## src/rtl/accum_seq.sv

```systemverilog
// accum_seq: counted unsigned accumulator with valid/ready operand and result ports.
// Optional ACCUM_SAT_EN: saturate the sum to all-ones on carry-out instead of wrapping.
module cla4 (
  input  logic [3:0] a,
  input  logic [3:0] b,
  input  logic       ci,
  output logic [3:0] s,
  output logic       co
);

  logic [3:0] g;
  logic [3:0] p;
  logic [4:0] c;

  assign g = a & b;
  assign p = a ^ b;

  // carries generated in parallel from slice generate/propagate terms
  assign c[0] = ci;
  assign c[1] = g[0] | (p[0] & c[0]);
  assign c[2] = g[1] | (p[1] & g[0]) | (p[1] & p[0] & c[0]);
  assign c[3] = g[2] | (p[2] & g[1]) | (p[2] & p[1] & g[0])
              | (p[2] & p[1] & p[0] & c[0]);
  assign c[4] = g[3] | (p[3] & g[2]) | (p[3] & p[2] & g[1])
              | (p[3] & p[2] & p[1] & g[0])
              | (p[3] & p[2] & p[1] & p[0] & c[0]);

  assign s  = p ^ c[3:0];
  assign co = c[4];

endmodule

module accum_seq #(
  parameter int DATA_W = 16,
  parameter int LEN_W  = 8
) (
  input  logic              clk,
  input  logic              rst,
  input  logic              start,
  input  logic [LEN_W-1:0]  len,
  input  logic              in_valid,
  output logic              in_ready,
  input  logic [DATA_W-1:0] in_data,
  output logic              out_valid,
  input  logic              out_ready,
  output logic [DATA_W-1:0] out_sum,
  output logic              out_carry,
  output logic              busy
);

  localparam int NS = DATA_W / 4;

  typedef enum logic [1:0] {
    IDLE,
    ACCUM,
    DONE
  } state_t;

  state_t            state;
  logic [DATA_W-1:0] acc;
  logic              flag;
  logic [LEN_W-1:0]  cnt;
  logic [DATA_W-1:0] sum;
  logic [NS:0]       rc;
  logic [DATA_W-1:0] acc_nxt;

  assign rc[0] = 1'b0;

  // ripple of 4-bit lookahead slices forms the accumulator adder
  for (genvar i = 0; i < NS; i++) begin : g_slice
    cla4 u_cla (
      .a  (acc[4*i +: 4]),
      .b  (in_data[4*i +: 4]),
      .ci (rc[i]),
      .s  (sum[4*i +: 4]),
      .co (rc[i+1])
    );
  end

`ifdef ACCUM_SAT_EN
  // once any carry has occurred in the run the sum pins at all-ones
  assign acc_nxt = (flag | rc[NS]) ? {DATA_W{1'b1}} : sum;
`else
  assign acc_nxt = sum;
`endif

  assign out_sum   = acc;
  assign out_carry = flag;

  // control FSM with registered handshake and status outputs
  always_ff @(posedge clk or posedge rst) begin
    if (rst) begin
      state     <= IDLE;
      acc       <= '0;
      flag      <= 1'b0;
      cnt       <= '0;
      in_ready  <= 1'b0;
      out_valid <= 1'b0;
      busy      <= 1'b0;
    end else begin
      case (state)
        IDLE: begin
          if (start) begin
            acc  <= '0;
            flag <= 1'b0;
            busy <= 1'b1;
            if (len != '0) begin
              cnt      <= len;
              in_ready <= 1'b1;
              state    <= ACCUM;
            end else begin
              out_valid <= 1'b1;
              state     <= DONE;
            end
          end
        end
        ACCUM: begin
          if (in_valid && in_ready) begin
            acc  <= acc_nxt;
            flag <= flag | rc[NS];
            cnt  <= cnt - LEN_W'(1);
            if (cnt == LEN_W'(1)) begin
              in_ready  <= 1'b0;
              out_valid <= 1'b1;
              state     <= DONE;
            end
          end
        end
        DONE: begin
          if (out_ready) begin
            out_valid <= 1'b0;
            busy      <= 1'b0;
            state     <= IDLE;
          end
        end
        default: begin
          in_ready  <= 1'b0;
          out_valid <= 1'b0;
          busy      <= 1'b0;
          state     <= IDLE;
        end
      endcase
    end
  end

endmodule

```

## config.mk

```make
export PLATFORM = sky130hd
export DESIGN_NAME = accum_seq
export DESIGN_NICKNAME = d
export VERILOG_FILES = /design/src/rtl/accum_seq.sv
export SDC_FILE = /design/constraint.sdc
export NUM_CORES = 1
export LEC_CHECK = 0
export ABC_CLOCK_PERIOD_IN_PS = 3400
export BUFFER_PORTS_ARGS = -buffer_cell sky130_fd_sc_hd__buf_2
export CAP_MARGIN = 10
export CORE_UTILIZATION = 45
export CTS_CLUSTER_SIZE = 28
export DETAILED_ROUTE_END_ITERATION = 8
export GPL_TIMING_DRIVEN = 0
export PLACE_DENSITY = 0.71
export SKIP_LAST_GASP = 1
export SLEW_MARGIN = 20
export SYNTH_ARGS = -nofsm -noshare
export SYNTH_HDL_FRONTEND = slang
export SYNTH_HIERARCHICAL = 1
export SYNTH_SLANG_ARGS = --single-unit
```

## constraint.sdc

```tcl
create_clock -name clk -period 3.4 [get_ports clk]
set_input_delay 0.34 -clock clk [delete_from_list [all_inputs] [get_ports clk]]
set_output_delay 0.34 -clock clk [all_outputs]
set_load 0.01 [all_outputs]
```

==> summary.md <==
| Metric | Value |
|---|---|
| CP bufs+invs | `0` |
| Met2 usage | `33.44%` |
| Fraction of layout instances using a drive strength above 1 | `27.55%` |
| CP Capture Type | `register` |
| Fmax | `305.9 MHz` |
| Pin count of the biggest net entering global routing | `31` |
| Die X-Extent | `70.02 um` |
| Type of the worst setup path | `register to register` |
| Synth cell types | `44` |
| CTS tree | `done` |
| Top Family by Delay on Critical Path | `compound AO/OA/AOI/OAI gates` |
| Die ar. | `4903 um^2` |
| Synth Cell Area | `2082 um^2` |
| First-pass detailed-route iteration total | `4` |
| Die H | `70.02 um` |
| Fill cell count | `407` |
| Period Utilization, post-route | `96.14%` |
| Worst Skew | `0.003781 ns` |
| Top cell type by total area after synthesis | `dfrtp_1` |
| Critical path, cell by cell | `ha_4, a21o_1, a31o_1, a21o_1, a21o_1, a31o_1, a21o_1, a21o_1, a31o_1, a21o_1, a21o_1, a31o_1, a21o_1, a41oi_2, nor2_1` |
| Startpoint types | `register` |
| N_diodes | `0` |
| P per Cell Area | `917.3 nW/um^2` |
| HP Class | `primary input to async pin` |
| Data required, critical path | `3.58 ns` |
| Max cap viols | `0` |
| Dpl hpwl | `3394 um` |
| Root buffer selected by CTS | `clkbuf_8` |
| Core Area | `4414 um^2` |
| Sequential area share after synthesis | `36.06%` |
| Count leader, synth | `nand2_1` |
| CTS Hold Bufs | `0` |
| I/O Buffers | `48` |
| Crit-path most repeated cell | `a21o_1` |
| Setup TNS | `0 ns` |
| Main synth FF type | `dfrtp_1` |
| Post-synth EDFFs | `0` |
| Clk sinks | `30` |
| Post-route minimum period | `3.269 ns` |
| Flops & latches, synth | `30` |
| Largest stage delay on the critical path | `0.41 ns` |
| I/O Pins | `49` |
| RePlAce Congestion | `0.8478` |
| YS warnings | `6` |
| Synth Area per Inst | `9.092 um^2` |
| Cells after Synth | `229` |
| Hold slack final | `0.1343 ns` |
| P&R area growth vs syn | `23.08%` |
| H-tree depth | `2` |
| Clock slew at reported path FFs | `0.07 ns` |
| Global-route layer with the greatest usage | `met2` |
| Vias in the first global route | `1,742` |
| Global-route met3 utilization | `4.473%` |
| DR vias | `1,872` |
| Dominant cells by area after synthesis | `dfrtp_1 (36%), ha_1 (11%), nand2_1 (7.2%), a21o_1 (5.4%), nand3_1 (4.6%)` |
| WL/cell | `13.60 um` |
| Clock latency on the worst-skew pair | `0.28 ns` |
| GR Util met1 | `26.88%` |
| Fin. Hold Viols | `0` |
| Antenna Violating Nets Remaining | `0` |
| Worst rel slew slack | `57.03%` |
| Post-synth top area share | `36.06%` |
| Vias per cell | `5.410` |
| Routed wire length | `4705 um` |
| Initial Util | `47.17%` |
| Initial antenna violation count | `0` |
| CP Max Fanout | `3` |
| Total grt overflow | `0` |
| Max IR drop VDD | `0.0003213 V` |
| Critical Path AT | `3.44 ns` |
| Static Leak | `1.399 nW` |
| Critical Path Slowest Stage Cell | `dfrtp_1` |
| Status | `completed` |
| Final #Nets | `344` |
| Ys async rst share | `100.0%` |
| Max-slew violations | `0` |
| Initial drt markers | `102` |
| Post-synth top cells | `nand2_1 (40), dfrtp_1 (30), nand3_1 (19)` |
| Core Rows | `24` |
| GRT Total Usage | `20.26%` |
| Setup violators final | `0` |
| Clock Tree Buf Depth | `2` |
| Actual slew at the worst max-slew pin | `0.6435 ns` |
| CTS Buf Count | `5` |
| DRC viols | `0` |
| First-pass GRT wire length | `7948 um` |
## kinds of logic after synthesis
logic type | synth area share, %
flops | 36.06
fa+ha+maj | 14.66
buf+inv | 5.469
other cells | 0.1801
simple gates | 19.17
xor+xnor | 5.048
compound gates | 18.93
mux | 0.4808
## flip-flops by register name, indices dropped and copies added (netlist names)
register / cells
out_sum: 16
in_ready: 1
busy: 1
out_valid: 1
cnt: 8
out_carry: 1
state: 2
## final timing paths
check	cells after the start	from	end	slack, ns
setup reg to reg	15	out_sum[2]	out_carry	0.13
setup / recovery	15	out_sum[2]	out_carry	0.13
max in group asynchronous	2	rst	out_sum[0]	2.84
min in group clk	4	out_ready	busy	0.32
hold reg to reg	1	out_valid	out_valid	0.48
hold / removal	2	rst	out_carry	0.13
## metal layers
layer / up-vias / share of wire, % / wire length (um)
li1: 930 / - / -
met1: 878 / 46 / 2162
met2: 57 / 48 / 2253
met3: 7 / 5.1 / 238
met4: 0 / 1.1 / 50
met5: - / 0 / 0
## per-stage QoR
step	std cells	setup slack [ns]	power (mW)	cell area (um^2)	util, %
final	346	0.1312	2.351	2562	58.05
after global routing	346	-0.006293	2.576	2562	58.05
after CTS	339	0.0001719	2.292	2502	56.69
after detailed placement	330	-0.2295	1.963	2391	54.17
after global placement	330	-0.1877	1.931	2391	54.17
after floorplan	230	0.01465	1.626	2086	-
## layout by cell type (no fill, tap or decap), types with 2 or more instances in the layout
| master | netlist | final |
|---|---|---|
| clkbuf_1 | 2 | 3 |
| ha_1 | 18 | 17 |
| nand2_1 | 40 | 40 |
| buf_2 | 4 | 52 |
| clkbuf_8 | 0 | 6 |
| conb_1 | 1 | 2 |
| nand2b_1 | 3 | 3 |
| o21ai_0 | 8 | 8 |
| buf_4 | 0 | 8 |
| a31oi_1 | 5 | 5 |
| buf_6 | 3 | 3 |
| a21o_1 | 15 | 15 |
| dfrtp_1 | 30 | 30 |
| nand3_1 | 19 | 19 |
| nor4_1 | 2 | 2 |
| xor2_1 | 6 | 6 |
| a22oi_1 | 2 | 2 |
| inv_1 | 13 | 12 |
| nor2_1 | 7 | 7 |
| or3_1 | 3 | 3 |
| o22ai_1 | 2 | 2 |
| fa_1 | 4 | 4 |
| xnor2_1 | 6 | 6 |
| a31o_1 | 4 | 4 |
| a21oi_1 | 11 | 11 |
## power breakdown
group	internal [mW]	total [mW]	switching [mW]
Clock	0.163	0.301	0.138
Sequential	0.522	0.668	0.146
Combinational	0.663	1.38	0.718
Total	1.35	2.35	1.00
## area by class of cell
| class | count | area (um^2) | share of cell area [%] |
|---|---|---|---|
| Multi-Input combinational cell | 177 | 1241 | 48.44 |
| Buffer | 10 | 65.06 | 2.539 |
| Sequential cell | 30 | 750.7 | 29.30 |
| Inverter | 13 | 48.80 | 1.904 |
| Clock buffer | 7 | 86.33 | 3.369 |
| Tap cell | 52 | 65.06 | 2.539 |
| Clock inverter | 1 | 5.005 | 0.1953 |
| Timing Repair Buffer | 56 | 300.3 | 11.72 |
## worst reg2reg max path, delay by kind of cell, from the launching register on
kind	cells	cell delay (ns)
compound gates	13	2.44
flops	1	0.41
fa+ha+maj	1	0.23
simple gates	1	0.07
## timing repair
action | in CTS | in global routing
pin swaps | 3 | 8
setup buffers | 1 | 7
resized for setup | 1 | 1
endpoints found under the setup margin | 1 | 1
Note: power is estimated with default switching activity, not from simulation.
